$ cat config.mk
export PLATFORM = sky130hd
export DESIGN_NAME = alu16_flat
export DESIGN_NICKNAME = d
export VERILOG_FILES = /design/src/rtl/alu_pkg.sv /design/src/rtl/alu16_if.sv /design/src/rtl/alu_flag_gen.sv /design/src/rtl/alu16.sv /design/src/flat_wrapper.sv
export SDC_FILE = /design/constraint.sdc
export NUM_CORES = 1
export LEC_CHECK = 0
export CAP_MARGIN = 15
export CORE_MARGIN = 5
export CORE_UTILIZATION = 41
export DETAILED_ROUTE_END_ITERATION = 7
export MAX_ROUTING_LAYER = met4
export PLACE_DENSITY_LB_ADDON = 0.08
export SLEW_MARGIN = 10
export SYNTH_ARGS = -nofsm -noshare
export SYNTH_HDL_FRONTEND = slang
export SYNTH_SLANG_ARGS = --single-unit
$ cat constraint.sdc
create_clock -name clk -period 10.49 [get_ports clk]
set_input_delay 1.049 -clock clk [delete_from_list [all_inputs] [get_ports clk]]
set_output_delay 1.049 -clock clk [all_outputs]
set_load 0.05 [all_outputs]
$ cat src/rtl/alu_pkg.sv
// Shared width, flag bit positions and the packed status-flag type for the
// alu16 adder/status stage.
package alu_pkg;

    localparam int ALU_W = 16;

    localparam int FLG_S = 0;
    localparam int FLG_Z = 1;
    localparam int FLG_C = 2;
    localparam int FLG_P = 3;
    localparam int FLG_V = 4;

    // Fields are declared MSB-first so that each one sits at its FLG_* bit index.
    typedef struct packed {
        logic v;
        logic p;
        logic c;
        logic z;
        logic s;
    } alu_flags_t;

endpackage

$ cat src/rtl/alu16_if.sv
// Operand/result bundle for alu16: the master drives operands and receives the
// registered sum and flags.
interface alu16_if #(
    parameter int WIDTH = 16
);
    logic             in_valid;
    logic [WIDTH-1:0] x;
    logic [WIDTH-1:0] y;
    logic             out_valid;
    logic [WIDTH-1:0] z;
    logic             sign;
    logic             zero;
    logic             carry;
    logic             parity;
    logic             overflow;

    modport master (
        output in_valid, x, y,
        input  out_valid, z, sign, zero, carry, parity, overflow
    );

    modport slave (
        input  in_valid, x, y,
        output out_valid, z, sign, zero, carry, parity, overflow
    );
endinterface

$ cat src/rtl/alu_flag_gen.sv
// Combinational status-flag derivation from one transaction's operands and its
// WIDTH+1-bit sum.
module alu_flag_gen
    import alu_pkg::*;
#(
    parameter int WIDTH = ALU_W
) (
    input  logic [WIDTH-1:0] x,
    input  logic [WIDTH-1:0] y,
    input  logic [WIDTH:0]   sum,
    output alu_flags_t       flags
);

    logic [WIDTH-1:0] res;

    assign res = sum[WIDTH-1:0];

    always_comb begin
        flags   = '0;
        flags.s = res[WIDTH-1];
        flags.z = (res == '0);
        flags.c = sum[WIDTH];
        // Even parity: set when the population count of the result is even.
        flags.p = ~(^res);
        flags.v = (x[WIDTH-1] == y[WIDTH-1]) && (res[WIDTH-1] != x[WIDTH-1]);
    end

endmodule

$ cat src/rtl/alu16.sv
// Registered WIDTH-bit adder with sign/zero/carry/parity/overflow status; the
// result and flags of an accepted transaction appear one clock later.
module alu16
    import alu_pkg::*;
#(
    parameter int WIDTH = ALU_W
) (
    input  logic         clk,
    input  logic         rst_n,
    alu16_if.slave       bus
);

    logic [WIDTH:0]   sum_p0;
    alu_flags_t       flags_p0;

    logic [WIDTH-1:0] z_p1;
    alu_flags_t       flags_p1;
    logic             vld_p1;

    assign sum_p0 = {1'b0, bus.x} + {1'b0, bus.y};

    alu_flag_gen #(
        .WIDTH (WIDTH)
    ) u_flag_gen (
        .x     (bus.x),
        .y     (bus.y),
        .sum   (sum_p0),
        .flags (flags_p0)
    );

    // p0 -> p1: result and flags are captured together so they never mix
    // transactions; an idle cycle leaves them holding.
    always_ff @(posedge clk) begin
        if (!rst_n) begin
            vld_p1   <= 1'b0;
            z_p1     <= '0;
            flags_p1 <= '0;
        end else begin
            vld_p1 <= bus.in_valid;
            if (bus.in_valid) begin
                z_p1     <= sum_p0[WIDTH-1:0];
                flags_p1 <= flags_p0;
            end
        end
    end

    assign bus.out_valid = vld_p1;
    assign bus.z         = z_p1;
    assign bus.sign      = flags_p1.s;
    assign bus.zero      = flags_p1.z;
    assign bus.carry     = flags_p1.c;
    assign bus.parity    = flags_p1.p;
    assign bus.overflow  = flags_p1.v;

endmodule

$ cat src/flat_wrapper.sv
// flat-port wrapper written by rule: the top's interface ports become plain ports
module alu16_flat import alu_pkg::*;
#(
    parameter int WIDTH = ALU_W
)
  (clk, rst_n, bus_in_valid, bus_x, bus_y, bus_out_valid, bus_z, bus_sign, bus_zero, bus_carry, bus_parity, bus_overflow);
  alu16_if #(.WIDTH(WIDTH)) bus_i ();
  input  logic clk;
  input  logic rst_n;
  input wire logic [$bits(bus_i.in_valid)-1:0] bus_in_valid;
  input wire logic [$bits(bus_i.x)-1:0] bus_x;
  input wire logic [$bits(bus_i.y)-1:0] bus_y;
  output wire logic [$bits(bus_i.out_valid)-1:0] bus_out_valid;
  output wire logic [$bits(bus_i.z)-1:0] bus_z;
  output wire logic [$bits(bus_i.sign)-1:0] bus_sign;
  output wire logic [$bits(bus_i.zero)-1:0] bus_zero;
  output wire logic [$bits(bus_i.carry)-1:0] bus_carry;
  output wire logic [$bits(bus_i.parity)-1:0] bus_parity;
  output wire logic [$bits(bus_i.overflow)-1:0] bus_overflow;
  assign bus_i.in_valid = bus_in_valid;
  assign bus_i.x = bus_x;
  assign bus_i.y = bus_y;
  assign bus_out_valid = bus_i.out_valid;
  assign bus_z = bus_i.z;
  assign bus_sign = bus_i.sign;
  assign bus_zero = bus_i.zero;
  assign bus_carry = bus_i.carry;
  assign bus_parity = bus_i.parity;
  assign bus_overflow = bus_i.overflow;
  alu16 #(.WIDTH(WIDTH)) u_core (.clk(clk), .rst_n(rst_n), .bus(bus_i));
endmodule
**Yosys cells after proc, flatten, opt, wreduce, memory -nomap -nowiden**

Index checks and enable logic that the tools add are counted.

- Add/subtract/negate cells: 1
- Equal/unequal tests: 2
- Bitwise operators: 1
- Reductions and logical operators: 3

Operators by type and width:

| operator | number |
|---|---|
| adder 16 x 16 -> 17 bit | 1 |
| logical NOT 16 bit | 1 |
| parity 16 bit | 1 |
| equality test 1 bit | 1 |
| logical AND 1 bit | 1 |
| != test 1 bit | 1 |
| NOT 1 bit | 1 |

- Bits in registers: 22
- Input bits: 35
- Word-level logic and storage cells: 14

**Longest topological paths before layout**

Gate-level depths: netlist of run 1.

- Word-level depth: 3
- Depth in mapped cells: 18
- Mapped depth without buffers: 18

**Cells and area by module**

Synthesis of run 1 repeated with hierarchy kept, for this count alone.

- Cell total of the unflattened synthesis: 223
- Area, all modules: 1870.5 sq um

By module, submodules not included:

| module | instances | cells each | area each (sq um) | sequential area each (sq um) |
|---|---|---|---|---|
| alu16 | 1 | 184 | 1602.8 | 440.4 |
| alu_flag_gen | 1 | 39 | 267.8 | 0.0 |

**Least setup slack after synthesis of run 1**

Ideal clock, no wire load.

- Path type: input to register
- Start: input port bus_y[0]
- End: register u_core.flags_p1 (netlist bit u_core.bus.parity)
- Setup time: 0.079 ns
- Arrival: 4.270 ns
- Data required time: 10.411 ns
- Setup slack: 6.140 ns
- Stages on the path: 18
- Path buffers: 0
- Path through: ha_1 > inv_1 > fa_1 > and2b_1 > o2111ai_1 > a21oi_2 > o21ai_0 > a21boi_0 > or3_1 > nand2_1 > ha_1 > xor2_1 > xnor2_1 > xnor2_1 > nand2_1 > or3_1 > and4_4 > a211oi_2

- Word-level cells in the longest chain between the ends: 3

Ends and longest elaborated chain:

| what | line | source |
|---|---|---|
| from (decl) | flat_wrapper.sv:12 | `input wire logic [$bits(bus_i.y)-1:0] bus_y;` |
| adder 16 x 16 -> 17 bit | alu16.sv:20 | `assign sum_p0 = {1'b0, bus.x} + {1'b0, bus.y};` |
| parity 16 bit | alu_flag_gen.sv:24 | `flags.p = ~(^res);` |
| NOT 1 bit | alu_flag_gen.sv:24 |  |
| to (signal assigned) | alu16.sv:42 | `flags_p1 <= flags_p0;` |
| to (decl) | alu16.sv:17 | `alu_flags_t flags_p1;` |

No other way between the ends.
A chain may end at the register's enable or synchronous reset.

**Final worst setup path of run 1**

Same ends and word-level chain as after synthesis.

==> flow_metrics.py, run 1 <==
metrics = {
    "outcome": {
        "outcome": "finished, final reports clean",
    },
    "route": {
        "drt-total-wl_um": 3960,
        "viasPerCell": 5.16,
        "wire_per_inst_um": 12.3,
        "drt_iter0_drc": 63,
        "num_vias": 1661,
        "drtAntennaViolNets": 0,
        "first_pass_iters": 4,
        "drc": 0,
    },
    "timing": {
        "skew_ns": 0,
        "max_slew.worst_pin.slew_ns": 0.536,
        "fmax_mhz": 208,
        "grt_setup_unrepaired": "no",
        "finalCritPeriodShare_pct": 45.9,
        "slew_viol_final": 0,
        "setup_viol": 0,
        "slew_headroom_pct": 64.1,
        "post-route-min-period_ns": 4.82,
        "hold_viol_final": 0,
        "setup_tns_ns": 0,
    },
    "grt": {
        "grt_pass1_wl_um": 7020,
        "grt_usage_pct": 14.2,
        "grt_max_degree": 27,
        "grt_pass1_vias": 1597,
        "grt_remaining_overflow": 0,
        "antenna_found_initial": 0,
    },
    "critical_path": {
        "rr_startpoint": "u_core.bus.overflow$_SDFFE_PN0P_",
        "critPathRequiredTime_ns": 10.67,
        "reg2reg_to": "u_core.bus.overflow$_SDFFE_PN0P_",
        "criticalPathCategory": "in2reg",
        "regToRegSetupSlack_ns": 9.79,
        "cp_max_fo": 4,
        "r2r_cells": 2,
        "crit_path_end_kind": "flop",
        "critPathLaunchType": "primary input",
        "cp.arrival_ns": 5.00,
    },
    "logic_synthesis": {
        "ys_async_sr_fraction_pct": 0,
        "synthTopCellsByArea": "dfxtp_1 23%, ha_1 16%, mux2i_1 5.5%, xnor2_1 4.8%, o21ai_0 4.1%",
        "synthTopCellsByCount": "23 x ha_1, 21 x dfxtp_1, 17 x inv_1",
        "synthCells": 214,
        "syn_area_per_cell_um2": 8.46,
        "ys_seq_area_share_pct": 23.2,
        "synthFlopType": "dfxtp_1",
        "yosys.area.top_type": "dfxtp_1",
        "synth_fp_nets": 273,
        "synth_top_cell_area_share_pct": 23.2,
        "yosys_warnings": 0,
        "syn_area_um2": 1810,
        "yosysMostFrequentCell": "ha_1",
        "synth_seq_cells": 21,
        "synth_edf_count": 0,
        "synthDistinctLibCells": 46,
    },
    "power_and_ir_drop": {
        "leakage_nw": 1.08,
        "powerDensity_nw_per_um2": 147,
        "ir_drop_mv": 0.0798,
    },
    "cts": {
        "cts_tree": "built",
        "h-tree-depth": 1,
        "clock_insertion_delay_worst_skew_ns": 0.25,
        "cts_buffers": 3,
        "clkTransAtPathRegs_ns": 0.07,
        "cts_resized": 0,
        "cts.sinks": 21,
        "clock_path_buffers": 2,
        "hold_buffers": 0,
        "cts_setup_buffers": 0,
        "cts_root_buf": "clkbuf_8",
    },
    "placement": {
        "place_area_um2": 2410,
        "dpl.hpwl_um": 3350,
        "port_buffers": 56,
        "gp_congestion": 0.762,
    },
    "min_path": {
        "min_to": "u_core.bus.z[13]$_SDFFE_PN0P_",
        "hold_depth": 2,
        "hold_class": "reg2reg",
        "min_from": "u_core.bus.z[13]$_SDFFE_PN0P_",
    },
    "floorplan": {
        "dieWidth_um": 76.5,
        "rows": 24,
        "core-area_um2": 4320,
        "ios": 57,
        "die-area_um2": 5840,
        "start_util_pct": 41.9,
        "chipHeight_um": 76.5,
    },
    "layout": {
        "n_antenna_cell": 0,
        "final_nets": 330,
        "layout-drive-gt1-share_pct": 4.07,
        "fill_cells": 425,
        "stdcell_area_um2": 2450,
        "area_growth_pct": 35.6,
    },
    "flow_run": {
        "drv_cap": 0,
    },
}
[routing by layer]
layer	GRT usage, %	part of all wire, %
met5	-	0
met4	4.72	1.1
met3	1.77	6.5
met2	21.3	42
met1	19.5	51
[placed cells by master (no fill, tap or decap), types with 6 or more instances in the layout]
cell / netlist / final
ha_1: 23 / 23
mux2i_1: 10 / 10
xnor2_1: 10 / 10
a21oi_1: 13 / 13
a21o_1: 6 / 6
xor2_1: 8 / 8
nand2_1: 14 / 14
and2_1: 10 / 10
clkdlybuf4s50_1: 0 / 56
nor2_1: 8 / 8
o21ai_0: 15 / 15
dfxtp_1: 21 / 21
inv_1: 17 / 17
[metrics by stage]
step                worst slack (ns)  hold WS (ns)  power (W)  util [%]  std cells
CTS                             5.67         0.477   0.000364      56.8        322
finish                          5.67         0.482   0.000362      56.8        322
global route                    5.31         0.503   0.000389      56.8        322
global placement                5.50         0.463   0.000309      55.7        318
floorplan                       6.14         0.670   0.000259         -        214
detailed placement              5.40         0.460   0.000312      55.7        318
[flip-flops by register name, summed over array words and instances, names as in the netlist]
signal and count:
u_core.bus.out_valid 1, u_core.bus.parity 1, u_core.bus.carry 1, u_core.bus.zero 1, u_core.bus.sign 1, u_core.bus.overflow 1, u_core.bus.z 15
[kinds of logic after synthesis]
logic type               Yosys count  share of synthesized area, %
AO/OA/AOI/OAI                     57                          21.1
XOR/XNOR                          18                          8.71
adder cells (fa/ha/maj)           24                          17.0
buffers and inverters             22                          5.39
flip-flops                        21                          23.2
multiplexers                      10                          5.53
AND/OR/NAND/NOR                   62                          19.0
[power breakdown]
part | switching, W | total (W) | leakage, nW | internal, W
logic | 0.000116 | 0.000217 | 0.882 | 0.000101
clock network | 0.0000243 | 0.0000513 | 0.0228 | 0.0000270
registers | 0.00000456 | 0.0000934 | 0.173 | 0.0000889
[worst max-delay path, stage by stage]
cell	delay (ns)
clkdlybuf4s50_1	0.46
ha_1	0.19
inv_1	0.07
fa_1	0.39
and2b_1	0.23
o2111ai_1	0.14
a21oi_2	0.25
o21ai_0	0.10
a21boi_0	0.24
or3_1	0.17
nand2_1	0.06
ha_1	0.31
xor2_1	0.15
xnor2_1	0.14
xnor2_1	0.29
nand2_1	0.08
or3_1	0.33
and4_4	0.20
a211oi_2	0.16
[final cells by class]
type / count / area [um2] / area share (%)
multi-input cells: 171 / 1290 / 52.7
repair buffers: 57 / 568 / 23.1
flip-flops and latches: 21 / 420 / 17.1
well taps: 52 / 65.1 / 2.65
inverters: 17 / 63.8 / 2.60
clock buffers: 4 / 45.0 / 1.83
[worst max-delay path by stage]
stage | start | to | slack (ns) | cells after the start
final | bus_y[0] | u_core.bus.parity$_SDFFE_PN0P_ | 5.67 | 19
after global routing | bus_y[0] | u_core.bus.parity$_SDFFE_PN0P_ | 5.31 | 19
after CTS | bus_y[0] | u_core.bus.parity$_SDFFE_PN0P_ | 5.67 | 19
after detailed placement | bus_y[0] | u_core.bus.parity$_SDFFE_PN0P_ | 5.40 | 19
after global placement | bus_y[0] | u_core.bus.parity$_SDFFE_PN0P_ | 5.50 | 19
after floorplan | bus_y[0] | u_core.bus.parity$_SDFFE_PN0P_ | 6.14 | 18
Note: power is estimated with default switching activity, not from simulation.
==> run 2: changes to the inputs <==
Clock period 10.49 ns to 4.6 ns, I/O delays scaled along.
==> flow_metrics.py, run 2 (synthesized netlist as in run 1, its figures left out) <==
metrics = {
    "outcome": {
        "outcome": "finished, final reports clean",
    },
    "floorplan": {
        "core-area_um2": 4320,
        "ios": 57,
        "start_util_pct": 41.9,
        "dieWidth_um": 76.5,
        "rows": 24,
        "chipHeight_um": 76.5,
        "die-area_um2": 5840,
    },
    "route": {
        "num_vias": 1611,
        "first_pass_iters": 4,
        "viasPerCell": 5.00,
        "drtAntennaViolNets": 0,
        "wire_per_inst_um": 12.4,
        "drc": 0,
        "drt_iter0_drc": 37,
        "drt-total-wl_um": 3980,
    },
    "grt": {
        "grt_max_degree": 27,
        "grt_pass1_wl_um": 6820,
        "antenna_found_initial": 0,
        "grt_remaining_overflow": 0,
        "grt_pass1_vias": 1532,
        "grt_usage_pct": 13.9,
    },
    "cts": {
        "clock_path_buffers": 2,
        "clkTransAtPathRegs_ns": 0.07,
        "cts_buffers": 3,
        "cts_setup_buffers": 0,
        "cts_tree": "built",
        "h-tree-depth": 1,
        "cts.sinks": 21,
        "hold_buffers": 0,
        "clock_insertion_delay_worst_skew_ns": 0.26,
        "cts_root_buf": "clkbuf_8",
    },
    "placement": {
        "dpl.hpwl_um": 3380,
        "port_buffers": 56,
        "place_area_um2": 2410,
        "gp_congestion": 0.762,
    },
    "power_and_ir_drop": {
        "powerDensity_nw_per_um2": 336,
        "leakage_nw": 1.08,
        "power_w": 0.000825,
        "ir_drop_mv": 0.206,
    },
    "layout": {
        "largest_reg_flops": 15,
        "fill_cells": 424,
        "final_nets": 330,
        "stdcell_area_um2": 2460,
        "layout-drive-gt1-share_pct": 4.44,
        "n_antenna_cell": 0,
        "mostFrequentLayoutCell": "clkdlybuf4s50_1",
        "layout_common_cells": "56 x clkdlybuf4s50_1, 23 x ha_1, 21 x dfxtp_1",
        "area_growth_pct": 35.7,
    },
    "critical_path": {
        "regToRegSetupSlack_ns": 3.90,
        "criticalPathCategory": "in2reg",
        "cp_max_fo": 4,
        "worstPathCellList": "clkdlybuf4s50_1 > ha_1 > inv_1 > fa_1 > and2b_1 > o2111ai_1 > a21oi_2 > o21ai_0 > a21boi_1 > or3_1 > nand2_1 > ha_1 > xor2_1 > xnor2_1 > xnor2_1 > nand2_1 > or3_1 > and4_4 > a211oi_2",
        "cp.arrival_ns": 4.34,
        "critPathLaunchType": "primary input",
        "crit_slowest_cell": "clkdlybuf4s50_1",
        "cpPeakStageDelay_ns": 0.46,
        "crit_path_end_kind": "flop",
        "critPathRequiredTime_ns": 4.78,
    },
    "min_path": {
        "hold_class": "reg2reg",
    },
    "timing": {
        "grt_setup_unrepaired": "no",
        "slew_viol_final": 0,
        "max_slew.worst_pin.slew_ns": 0.518,
        "fin_hold_ws_ns": 0.478,
        "skew_ns": 0,
        "finalCritPeriodShare_pct": 90.3,
        "setup_tns_ns": 0,
        "hold_viol_final": 0,
        "post-route-min-period_ns": 4.15,
        "slew_headroom_pct": 65.3,
        "setup_viol": 0,
        "fmax_mhz": 241,
    },
    "flow_run": {
        "drv_cap": 0,
    },
}
==> run 2: cell types whose count changed in the layout (fill, tap and decap cells not counted), sizes merged <==
cell	change
clkbuf	-1
clkinv	+1
==> run 2: critical path, delay by kind of cell <==
kind            cells  cell delay, ns
buf+inv             2            0.52
compound gates      5            0.86
simple gates        6            1.04
fa+ha+maj           3            0.89
xor+xnor            3            0.57
==> run 2: final cells by class <==
type	count	area (um2)	area share [%]
Multi-Input combinational cell	171	1290	52.6
Timing Repair Buffer	57	568	23.1
Sequential cell	21	420	17.1
Tap cell	52	65.1	2.65
Inverter	17	63.8	2.60
Clock buffer	3	41.3	1.68
Clock inverter	1	5.00	0.204
==> run 2: what timing repair did <==
| item | in CTS | in global routing |
|---|---|---|
| setup endpoints to repair | 0 | 1 |
| resized for setup | 0 | 1 |
| hold endpoints to repair | 0 | 0 |
==> run 2: metrics by stage <==
| step | setup WS, ns | std cells | utilization [%] |
|---|---|---|---|
| 6_report | 0.447 | 322 | 56.8 |
| 2_1_floorplan | 0.839 | 214 | - |
| 4_1_cts | 0.373 | 322 | 56.8 |
| 5_1_grt | 0.0814 | 322 | 56.8 |
| 3_5_place_dp | 0.107 | 318 | 55.7 |
| 3_3_place_gp | 0.202 | 318 | 55.7 |
==> run 2: routing by layer <==
layer	vias to the layer above	share of wire, %	GRT usage [%]
li1	867	-	-
met1	692	50	18.7
met2	48	41	21.1
met3	4	7.8	1.77
met4	0	1.3	5.42
met5	-	0	-
==> run 2: power by group <==
part	leakage, nW	total (W)	switching (W)	internal, W
Combinational	0.882	0.000492	0.000262	0.000230
Sequential	0.173	0.000213	0.0000105	0.000203
Clock	0.0255	0.000119	0.0000589	0.0000603
==> run 2: worst paths after layout <==
| check | to | cells past startpoint | start |
|---|---|---|---|
| setup / recovery | u_core.bus.parity$_SDFFE_PN0P_ | 19 | bus_y[0] |
| hold / removal | u_core.bus.z[13]$_SDFFE_PN0P_ | 2 | u_core.bus.z[13]$_SDFFE_PN0P_ |
| setup reg to reg | u_core.bus.overflow$_SDFFE_PN0P_ | 2 | u_core.bus.overflow$_SDFFE_PN0P_ |
| hold reg to reg | u_core.bus.z[13]$_SDFFE_PN0P_ | 2 | u_core.bus.z[13]$_SDFFE_PN0P_ |
==> run 3: changes to the inputs <==
Settings changed: SKIP_CTS_REPAIR_TIMING from default to 1.
==> results of run 3 <==
Same layout as run 2: the final DEF is identical, and so are final timing and power.
